`src/rtl/lamp_sequence_monitor.sv`:
```
// Safety checker between the traffic-light FSM and the lamp drivers.
// Forwards legal lamp vectors one cycle late; latches a fault code and flashes red on any violation.
module lamp_sequence_monitor #(
  parameter int MIN_GREEN  = 4,
  parameter int MIN_YELLOW = 2,
  parameter int MIN_RED    = 4,
  parameter int MAX_DWELL  = 64,
  parameter int FLASH_HALF = 4,
  parameter int CNT_W      = 8
) (
  input  logic       clk,
  input  logic       rst_n,
  input  logic [2:0] lights_in,
  input  logic       fault_clr,
  output logic [2:0] lamp_out,
  output logic       fault,
  output logic [1:0] fault_code
);

  localparam int FL_W = $clog2(2*FLASH_HALF + 1);
  localparam logic [2:0] RED = 3'b100, YEL = 3'b010, GRN = 3'b001, OFF = 3'b000;

  typedef enum logic [1:0] {INIT, TRACK, FAULT} state_t;

  state_t            state, nxt_state;
  logic [CNT_W-1:0]  dwell, nxt_dwell, min_cur;
  logic [FL_W-1:0]   flash, nxt_flash;
  logic [2:0]        nxt_lamp;
  logic              nxt_fault;
  logic [1:0]        nxt_code, viol;
  logic              one_hot, changed, pair_ok;

  always_ff @(posedge clk or negedge rst_n) begin
    if (!rst_n) begin
      state      <= INIT;
      lamp_out   <= RED;
      fault      <= 1'b0;
      fault_code <= 2'b00;
      dwell      <= '0;
      flash      <= '0;
    end else begin
      state      <= nxt_state;
      lamp_out   <= nxt_lamp;
      fault      <= nxt_fault;
      fault_code <= nxt_code;
      dwell      <= nxt_dwell;
      flash      <= nxt_flash;
    end
  end

  // Violation classifier, highest priority first; 00 means the sample is legal.
  always_comb begin
    one_hot = (lights_in == RED) || (lights_in == YEL) || (lights_in == GRN);
    changed = (lights_in != lamp_out);
    pair_ok = (lamp_out == GRN && lights_in == YEL) ||
              (lamp_out == YEL && lights_in == RED) ||
              (lamp_out == RED && lights_in == GRN);
    min_cur = lamp_out[0] ? CNT_W'(MIN_GREEN) :
              lamp_out[1] ? CNT_W'(MIN_YELLOW) : CNT_W'(MIN_RED);
    viol = 2'b00;
    if (!one_hot)                                   viol = 2'b01;
    else if (changed && !pair_ok)                   viol = 2'b10;
    else if (changed && dwell < min_cur)            viol = 2'b11;
    else if (!changed && dwell == CNT_W'(MAX_DWELL)) viol = 2'b11;
  end

  always_comb begin
    nxt_state = state;
    case (state)
      INIT:    if (lights_in == RED) nxt_state = TRACK;
      TRACK:   if (viol != 2'b00)    nxt_state = FAULT;
      FAULT:   if (fault_clr)        nxt_state = INIT;
      default: nxt_state = INIT;
    endcase
  end

  always_comb begin
    nxt_lamp  = lamp_out;
    nxt_fault = fault;
    nxt_code  = fault_code;
    nxt_dwell = dwell;
    nxt_flash = '0;
    case (state)
      INIT: begin
        nxt_lamp = RED;
        if (lights_in == RED) nxt_dwell = CNT_W'(1);
      end
      TRACK: begin
        if (viol != 2'b00) begin
          nxt_lamp  = RED;
          nxt_fault = 1'b1;
          nxt_code  = viol;
        end else begin
          nxt_lamp  = lights_in;
          nxt_dwell = changed ? CNT_W'(1) : dwell + CNT_W'(1);
        end
      end
      FAULT: begin
        if (fault_clr) begin
          nxt_lamp  = RED;
          nxt_fault = 1'b0;
          nxt_code  = 2'b00;
          nxt_dwell = '0;
        end else begin
          // flash counts cycles already spent in FAULT; the entry cycle is count 0
          nxt_flash = (flash == FL_W'(2*FLASH_HALF - 1)) ? '0 : flash + FL_W'(1);
          nxt_lamp  = (nxt_flash < FL_W'(FLASH_HALF)) ? RED : OFF;
        end
      end
      default: nxt_lamp = RED;
    endcase
  end

endmodule

```
`config.mk`:
```
export PLATFORM = sky130hd
export DESIGN_NAME = lamp_sequence_monitor
export DESIGN_NICKNAME = d
export VERILOG_FILES = /design/src/rtl/lamp_sequence_monitor.sv
export SDC_FILE = /design/constraint.sdc
export NUM_CORES = 1
export LEC_CHECK = 0
export CORE_UTILIZATION = 51
export CTS_CLUSTER_DIAMETER = 80
export DETAILED_ROUTE_END_ITERATION = 16
export PLACE_DENSITY_LB_ADDON = 0.05
export SETUP_SLACK_MARGIN = 0.4
export SKIP_LAST_GASP = 1
export SLEW_MARGIN = 0
export SYNTH_ARGS = -nofsm -noshare
export SYNTH_HDL_FRONTEND = slang
export SYNTH_SLANG_ARGS = --single-unit
```
`constraint.sdc`:
```
create_clock -name clk -period 4.55 [get_ports clk]
set_clock_uncertainty 0.1 [all_clocks]
set_input_delay 0.6825 -clock clk [delete_from_list [all_inputs] [get_ports clk]]
set_output_delay 0.6825 -clock clk [all_outputs]
set_load 0.05 [all_outputs]
```
==> summary.txt, run 1 <==
Route
  – Drt first pass iters: 4
  – Remaining DRCs: 0
  – Via count: 1159
  – Initial DRC count: 49
  – Avg WL per Cell: 15.7 um
  – Final WL: 2.93 mm
  – Antenna viol nets, final: 0
  – Ratio of routed vias to standard cells: 6.23

Timing
  – Max Clk Rate: 328 MHz
  – RSZ-0062 raised after global routing: no
  – Post-layout minimum cycle time: 3050 ps
  – Final-report setup violation count: 0
  – Fin. max-slew vios: 0
  – Relative slew slack: 0.396
  – Fin crit share: 0.670
  – Least-Margin Pin Slew: 902 ps
  – Final Hold Fails: 0
  – Setup TNS: 0 ps

Logic synthesis
  – Distinct cells, synth: 45
  – Top_reg_cell synth: dfrtp_1
  – Ys Warns: 0
  – Seq/Total Area, Yosys: 0.369
  – Async set-or-reset flop fraction in the synthesized netlist: 1.00
  – Number of synthesized flops with an enable pin: 0
  – #FFs+latches synth: 20
  – Cell area after synthesis: 1360 um2
  – Syn Nets: 159
  – Mapped Cells: 144
  – Syn Area/Cell: 9.44 um2

Clock network
  – CTS buffer count: 3
  – Worst skew pair latency: 300 ps
  – Resized cells post-CTS: 0
  – Clock tree from TritonCTS: built
  – # H-tree levels: 1
  – Post-CTS Hold Buffers: 0
  – CTS Sinks: 20
  – Clk Tree Root Cell: clkbuf_4
  – Setup Fix Bufs, Post-CTS: 0
  – CTS Buffer Depth: 2
  – CTS clk-pin slew, worst paths: 130 ps

Power
  – Clk network pwr share: 0.208
  – Sw Share: 0.414
  – Pleak: 0.691 nW
  – Comb pwr share: 0.461
  – Sequential power share: 0.331
  – P_int: 0.423 mW
  – Pwr/cell area: 467 nW/um2
  – VDD IR max: 0.371 mV
  – Net Sw Power: 0.299 mW

Placed design
  – Placer Congestion: 0.832
  – Placed cells: 182
  – Number of port buffers: 11
  – Hpwl dp: 2.14 mm

Global route
  – GRT Resource Usage Total: 0.240
  – Global route overflow: 0
  – Vias in the first global route: 1107
  – Largest net degree at the start of global routing: 21
  – Initial antenna violation count: 0
  – First-pass GRT wire length: 4.95 mm

Final layout
  – Final net count: 172
  – Area delta synth->final: 13.9%
  – Number of fill cells: 204
  – Share of cells above drive strength 1: 0.0962
  – Fin cells: 186
  – Antenna cells: 0

Worst setup path
  – Slowest stage delay, CP: 570 ps
  – Worst setup EP type: flip-flop
  – Crit path buffers/inverters: 1
  – Required @ worst endpoint: 4650 ps
  – Crit-path leading delay family: simple AND/OR/NAND/NOR gates
  – Slowest cell on crit path: or4_1
  – Crit path max fanout: 12
  – CP arrival: 3150 ps
  – CP startpoint kind: input port
  – CP Class: in -> reg
  – CP Cell Sequence: clkdlybuf4s50_1 -> xor2_1 -> or4_1 -> o21a_1 -> o22ai_2 -> mux2i_1 -> or3_1

Die
  – Chip height: 53.6 um
  – Die Wd: 53.6 um
  – Die Area: 2870 um2
  – Core area: 2500 um2
  – Starting Density: 0.544
  – I/O Pins: 12
  – Rows: 18

Job
  – Maxcap violations: 0

Status
  – Status: finished clean

Hold path
  – Hold WC Path Type: reg -> reg
==> registers in the layout, summed over array words and instances, names as in the netlist <==
register / count
dwell: 8
fault: 1
fault_code: 2
flash: 4
lamp_out: 3
state: 2
==> cells in the final DEF (no fill, tap or decap), drive strengths merged, types with 3 or more instances in the layout <==
| cell type | count |
|---|---|
| dfrtp | 19 |
| inv | 11 |
| clkdlybuf4s50 | 11 |
| nand2 | 10 |
| ha | 9 |
| o211ai | 7 |
| o21ai | 7 |
| o31ai | 7 |
| nand2b | 6 |
| nor2 | 6 |
| nand3 | 5 |
| a21o | 5 |
| a31oi | 4 |
| nor3 | 3 |
| xor2 | 3 |
| nor4 | 3 |
| clkbuf | 3 |
| o22ai | 3 |
==> cell families (layout without fill, tap and decap cells) <==
logic type | after synthesis | count (layout) | share of synthesized area
AO/OA/AOI/OAI | 44 | 44 | 0.248
XOR/XNOR | 5 | 5 | 0.0322
adder cells (fa/ha/maj) | 9 | 9 | 0.0829
buffers and inverters | 15 | 27 | 0.0442
flip-flops | 20 | 20 | 0.369
multiplexers | 3 | 3 | 0.0230
AND/OR/NAND/NOR | 48 | 48 | 0.201
==> synthesized netlist by cell type (all sizes together) (4+ instances only) <==
cell type / count / area [um2]
nand3: 5 / 25.0
ha: 9 / 113
nand2: 10 / 37.5
dfrtp: 19 / 475
a21o: 5 / 37.5
o31ai: 7 / 57.6
o21ai: 7 / 38.8
o211ai: 7 / 52.6
nor2: 6 / 22.5
nand2b: 6 / 37.5
inv: 11 / 41.3
a31oi: 4 / 31.3
==> final cells by class <==
type	instances	area [um2]	share of cell area
clock buffers	3	22.5	0.0146
clock inverters	1	30.0	0.0194
inverters	11	41.3	0.0267
multi-input cells	109	797	0.515
flip-flops and latches	20	502	0.324
well taps	30	37.5	0.0243
repair buffers	12	118	0.0760
==> power by group through the flow <==
| stage | logic [mW] | clock network [mW] | registers, mW |
|---|---|---|---|
| global placement | 0.326 | 0 | 0.241 |
| detailed placement | 0.334 | 0 | 0.242 |
| CTS | 0.335 | 0.154 | 0.239 |
| finish | 0.333 | 0.150 | 0.239 |
| global route | 0.372 | 0.158 | 0.243 |
| floorplan | 0.197 | 0 | 0.290 |
==> stage by stage <==
step | util | cell area (um2) | total power [mW] | hold WS [ps] | setup WS, ps
final | 0.619 | 1550 | 0.722 | 398 | 1500
after global routing | 0.619 | 1550 | 0.772 | 429 | 1370
after CTS | 0.619 | 1550 | 0.728 | 402 | 1520
after detailed placement | 0.598 | 1500 | 0.576 | 383 | 1180
after global placement | 0.598 | 1500 | 0.567 | 369 | 1300
after floorplan | - | 1360 | 0.487 | 287 | 1900
==> layer usage <==
metal / vias to the layer above / share of wire / GRT usage
met5: - / 0 / 0
li1: 562 / - / -
met4: 0 / 0.0068 / 0.0789
met2: 21 / 0.50 / 0.404
met3: 2 / 0.029 / 0.0254
met1: 574 / 0.46 / 0.317
==> final timing paths <==
check	slack [ps]	cells after the start	from	endpoint
worst max-delay path	1500	7	lights_in[1]	fault
worst min-delay path	400	1	flash[0]	flash[0]
worst min register to register	400	1	flash[0]	flash[0]
worst max register to register	1850	8	lamp_out[0]	fault
min in group asynchronous	770	1	rst_n	lamp_out[0]
max in group asynchronous	3030	1	rst_n	fault
(Power assumes the default switching activity.)
==> run 2, diff against run 1 <==
==> constraint.sdc (replaced) <==
create_clock -name clk -period 2.55 [get_ports clk]
set_clock_uncertainty 0.1 [all_clocks]
set_input_delay 0.3825 -clock clk [delete_from_list [all_inputs] [get_ports clk]]
set_output_delay 0.3825 -clock clk [all_outputs]
set_load 0.05 [all_outputs]
==> run 2 against run 1 <==
Sequential power increased by 79%. Utilization increased by 15 points. Final area increased by 24%. Hold slack got worse by 110 ps. Critical endpoint is now state[1]. Largest cell class unchanged.
==> summary.txt, run 2 (synthesized netlist as in run 1, its figures left out) <==
Status
  – Status: finished clean

Timing
  – Max Clk Rate: 424 MHz
  – Least-Margin Pin Slew: 493 ps (-409 ps)
  – RSZ-0062 raised after global routing: yes
  – Relative slew slack: 0.670 (+0.273)
  – Post-layout minimum cycle time: 2360 ps
  – Final-report setup violation count: 0 (unchanged)
  – Setup TNS: 0 ps (unchanged)
  – Final Hold Fails: 0 (unchanged)
  – Worst setup margin: 189 ps (-1310 ps)
  – Fin crit share: 0.926
  – Fin. max-slew vios: 0 (unchanged)
  – Hold slack: 288 ps (-111 ps)

Final layout
  – Largest Register: dwell
  – Commonest non-fill, non-tap cell in the layout: buf_4
  – Fin cells: 214 (+15%)
  – Largest regs: dwell x8, flash x4, lamp_out x3
  – Final net count: 200 (+16%)
  – Antenna cells: 0 (unchanged)
  – Flip-flop count of the largest register after layout: 8 (unchanged)
  – Area delta synth->final: 41.7%
  – Design area: 1930 um2 (+24%)
  – Most frequent cells in the layout: buf_4 (25), dfrtp_1 (17), inv_1 (10)
  – Share of cells above drive strength 1: 0.359 (+0.263)

Worst setup path
  – Crit-path leading delay family: compound AO/OA/AOI/OAI gates
  – Slowest stage delay, CP: 460 ps (-110 ps)
  – Crit path buffers/inverters: 0 (-1)
  – CP arrival: 2470 ps (-680 ps)
  – Required @ worst endpoint: 2660 ps (-1990 ps)
  – CP Cell Sequence: or3b_1 -> a211o_1 -> o21a_1 -> o22a_1 -> a31oi_4 -> mux2_4
  – Worst setup EP type: flip-flop
  – Slowest cell on crit path: dfrtp_2
  – Crit path max fanout: 6 (-6)
  – CP Class: reg -> reg
  – CP startpoint kind: flip-flop

Clock network
  – # H-tree levels: 1 (unchanged)
  – CTS Buffer Depth: 2 (unchanged)
  – CTS clk-pin slew, worst paths: 130 ps (about the same)
  – CTS buffer count: 3 (unchanged)
  – Post-CTS Hold Buffers: 0 (unchanged)
  – Worst skew pair latency: 310 ps (about the same)
  – Clk Tree Root Cell: clkbuf_4
  – Clock tree from TritonCTS: built
  – CTS Sinks: 20 (unchanged)

Global route
  – Vias in the first global route: 1208 (+9.1%)
  – GRT busiest layer: met2
  – Global route overflow: 0 (unchanged)
  – First-pass GRT wire length: 5.64 mm (+14%)
  – Met1 usage: 0.363 (+0.0460)
  – Global routing usage on met2: 0.454 (+0.0500)
  – Largest net degree at the start of global routing: 21 (unchanged)
  – GRT Resource Usage Total: 0.274 (+0.0340)
  – Routing usage on met3: 0.0339 (+0.00847)
  – Initial antenna violation count: 0 (unchanged)

Die
  – Rows: 18 (unchanged)
  – Chip height: 53.6 um (unchanged)
  – Die Area: 2870 um2 (unchanged)
  – Die Wd: 53.6 um (unchanged)
  – I/O Pins: 12 (unchanged)
  – Starting Density: 0.544 (unchanged)
  – Core area: 2500 um2 (unchanged)

Route
  – Initial DRC count: 25 (-49%)
  – Drt first pass iters: 4 (unchanged)
  – Via count: 1307 (+13%)
  – Ratio of routed vias to standard cells: 6.11 (-2.0%)
  – Antenna viol nets, final: 0 (unchanged)
  – Avg WL per Cell: 17.4 um (+10%)
  – Final WL: 3.71 mm (+27%)
  – Remaining DRCs: 0 (unchanged)

Placed design
  – Placed cells: 199 (+9.3%)
  – Number of port buffers: 11 (unchanged)
  – Placer Congestion: 0.878 (+5.5%)
  – Dpl ws: -175 ps (-1360 ps)
  – Post-DP Area: 1670 um2 (+11%)
  – Hpwl dp: 2.36 mm (+10%)

Power
  – VDD IR max: 0.821 mV (+120%)
  – Pwr/cell area: 798 nW/um2 (+71%)
  – Pleak: 0.846 nW (+22%)

Job
  – Maxcap violations: 0 (unchanged)

Hold path
  – Hold WC Path Type: in -> async
[run 2: cell count changes in the layout (fill, tap and decap cells not counted), moves of 4 or more]
cell,previous run,this run
o21ai_0,6,1
buf_6,0,4
buf_4,1,25
dlygate4sd2_1,0,4
clkdlybuf4s50_1,11,7
[run 2: timing repair]
item,in CTS,in global routing
gates resized for setup,9,24
cloned,1,0
setup buffers,3,7
endpoints found under the setup margin,15,16
pin swaps,1,12
[run 2: path summary, 6_finish.rpt]
path | from | endpoint | slack [ps] | depth (start not counted)
hold reg to reg | flash[0] | flash[0] | 390 | 1
min in group clk | flash[0] | flash[0] | 390 | 1
hold / removal | rst_n | dwell[4] | 290 | 2
setup / recovery | lamp_out[0] | state[1] | 190 | 6
setup reg to reg | lamp_out[0] | state[1] | 190 | 6
max in group asynchronous | rst_n | lamp_out[2] | 1780 | 2
[run 2: layer usage]
layer	vias to the layer above	part of all wire
li1	619	-
met5	-	0
met3	8	0.040
met1	639	0.42
met2	41	0.51
met4	0	0.024
[run 2: worst register-to-register path: cells and delay by family (launching register included)]
| family | cells | cell delay, ps |
|---|---|---|
| flops | 1 | 460 |
| mux | 1 | 320 |
| simple gates | 1 | 380 |
| compound gates | 4 | 1010 |
[run 2: through the flow]
stage / utilization / power [mW]
floorplan: - / 0.895
global placement: 0.667 / 1.09
detailed placement: 0.667 / 1.12
CTS: 0.709 / 1.41
global route: 0.770 / 1.63
finish: 0.770 / 1.54
[run 2: area by class of cell]
cell class	count	area, um2
multi-input combinational	109	948
fill	168	574
sequential	20	508
timing repair buffer	40	338
inverter	11	41.3
tap	30	37.5
clock inverter	1	30.0
clock buffer	3	22.5
[run 2: power by group]
part           switching (mW)  total (mW)  leakage, nW  internal (mW)
Sequential             0.0490       0.428        0.258          0.379
Combinational           0.489       0.839        0.560          0.350
Clock                   0.111       0.270       0.0279          0.159
Total                   0.649        1.54        0.846          0.888
==> run 3, diff against run 2 <==
==> constraint.sdc (replaced) <==
create_clock -name clk -period 2 [get_ports clk]
set_clock_uncertainty 0.1 [all_clocks]
set_input_delay 0.3 -clock clk [delete_from_list [all_inputs] [get_ports clk]]
set_output_delay 0.3 -clock clk [all_outputs]
set_load 0.05 [all_outputs]
==> run 3 against run 2 <==
The flow now finishes with violations (negative setup slack). Routed wire length is 22% higher. Non-clock buffer count increased by 23. First-iteration DRC count rose by 68%. Global-route usage up 4.2 points. Sequential share of layout area fell by 3.4 points. Largest cell class unchanged. Critical path depth is 4 higher. Utilization increased by 12 points. Die area unchanged. Clock-buffer cell count did not move. Final cell count increased by 11%. Total power grew 42%.
==> summary.txt, run 3 (synthesized netlist as in run 1, its figures left out) <==
Hold path
  – Hold WC Path Type: in -> async

Global route
  – Global route overflow: 0 (unchanged)
  – Initial antenna violation count: 0 (unchanged)
  – GRT Resource Usage Total: 0.315 (+0.0419)
  – Largest net degree at the start of global routing: 21 (unchanged)
  – Vias in the first global route: 1377 (+14%)
  – First-pass GRT wire length: 6.38 mm (+13%)

Route
  – Antenna viol nets, final: 0 (unchanged)
  – Via count: 1454 (+11%)
  – Ratio of routed vias to standard cells: 6.14 (+0.45%)
  – Final WL: 4.55 mm (+22%)
  – Drt first pass iters: 4 (unchanged)
  – Avg WL per Cell: 19.2 um (+11%)
  – Remaining DRCs: 0 (unchanged)
  – Initial DRC count: 42 (+68%)

Worst setup path
  – Worst setup EP type: flip-flop
  – Required @ worst endpoint: 2120 ps (-540 ps)
  – CP arrival: 2540 ps (+70 ps)
  – Crit path max fanout: 7 (+1)
  – CP Class: reg -> reg
  – CP startpoint kind: flip-flop

Clock network
  – CTS buffer count: 3 (unchanged)
  – CTS Sinks: 20 (unchanged)
  – Clk Tree Root Cell: clkbuf_4
  – CTS Buffer Depth: 2 (unchanged)
  – CTS clk-pin slew, worst paths: 140 ps (about the same)
  – Worst skew pair latency: 330 ps (+20 ps)
  – Clock tree from TritonCTS: built
  – # H-tree levels: 1 (unchanged)

Timing
  – Final Hold Fails: 0 (unchanged)
  – Max Clk Rate: 414 MHz (-2.2%)
  – Fin crit share: 1.21 (+0.281)
  – Worst setup margin: -414 ps (-603 ps)
  – Least-Margin Pin Slew: 435 ps (-58.6 ps)
  – Relative slew slack: 0.708 (+0.0377)
  – RSZ-0062 raised after global routing: yes
  – Setup TNS: -5300 ps (-5300 ps)
  – Final-report setup violation count: 16 (+16)
  – Post-layout minimum cycle time: 2410 ps (+52.7 ps)
  – Fin. max-slew vios: 0 (unchanged)

Power
  – Pwr/cell area: 984 nW/um2 (+23%)
  – VDD IR max: 1.31 mV (+60%)
  – Pleak: 1.01 nW (+20%)
  – Pwr Total: 2.18 mW (+42%)

Final layout
  – Area delta synth->final: 63.0%
  – Share of cells above drive strength 1: 0.488 (+0.129)
  – Largest Register: dwell
  – Antenna cells: 0 (unchanged)
  – Commonest non-fill, non-tap cell in the layout: buf_4
  – Final net count: 223 (+12%)
  – Flip-flop count of the largest register after layout: 8 (unchanged)
  – Largest regs: dwell x8, flash x4, lamp_out x3
  – Number of fill cells: 113 (-33%)
  – Most frequent cells in the layout: buf_4 (44), dfrtp_1 (17), nand2_1 (9)

Placed design
  – Number of port buffers: 11 (unchanged)
  – Hpwl dp: 2.59 mm (+10%)
  – Placer Congestion: 0.866 (-1.3%)

Die
  – Die Area: 2870 um2 (unchanged)
  – Core area: 2500 um2 (unchanged)
  – Rows: 18 (unchanged)
  – Die Wd: 53.6 um (unchanged)
  – Chip height: 53.6 um (unchanged)
  – Starting Density: 0.544 (unchanged)
  – I/O Pins: 12 (unchanged)

Job
  – Maxcap violations: 0 (unchanged)

Status
  – Status: finished, violations left
  – Failing checks: negative setup slack
run 3: path summary, 6_finish.rpt:
| check | startpoint | to | slack, ps | cells after the start |
|---|---|---|---|---|
| max | lamp_out[2] | dwell[6] | -410 | 10 |
| min | rst_n | lamp_out[0] | 190 | 2 |
| max reg2reg | lamp_out[2] | dwell[6] | -410 | 10 |
| min in group clk | flash[0] | flash[0] | 390 | 1 |
| max in group asynchronous | rst_n | lamp_out[2] | 1330 | 2 |
| min reg2reg | flash[0] | flash[0] | 390 | 1 |
run 3: worst max-delay path: stages, from the launching register on:
cell and delay, ps:
dfstp_4 530, buf_6 130, buf_6 100, nor4bb_1 310, o21ai_1 130, o31ai_2 120, o22a_4 260, buf_6 100
buf_6 90, nand4_4 150, o31ai_1 290
run 3: layout make-up:
class | count | area [um2] | share of cell area
Sequential cell | 20 | 508 | 0.229
Multi-Input combinational cell | 109 | 1020 | 0.461
Clock inverter | 1 | 30.0 | 0.0136
Inverter | 11 | 41.3 | 0.0186
Clock buffer | 3 | 22.5 | 0.0102
Timing Repair Buffer | 63 | 554 | 0.250
Tap cell | 30 | 37.5 | 0.0169
run 3: through the flow:
stage | hold WS [ps] | util | area [um2] | cells | setup WS, ps
floorplan | -95.6 | - | 1410 | 144 | -409
global placement | 365 | 0.728 | 1820 | 220 | -648
detailed placement | 372 | 0.728 | 1820 | 220 | -709
CTS | 208 | 0.814 | 2030 | 230 | -347
global route | 244 | 0.886 | 2210 | 237 | -457
finish | 188 | 0.886 | 2210 | 237 | -414
run 3: repair_timing:
item / CTS / global route
pin swaps: 9 / 13
setup endpoints to repair: 19 / 18
hold buffers: 0 / 0
cloned: 0 / 1
resized for setup: 35 / 22
endpoints found under the hold margin: 0 / 0
setup buffers: 6 / 6
run 3: power by group:
group          internal, mW  switching [mW]  total [mW]
clock                 0.203           0.151       0.354
combinational         0.550           0.727        1.28
sequential            0.483          0.0664       0.550
run 3: metal layers:
layer  routed length (um)  GRT usage  vias up
li1                     -          -      662
met1                 1960      0.374      716
met2                 2230      0.546       57
met3                  177     0.0367       19
met4                  173      0.184        0
met5                    0          0        -
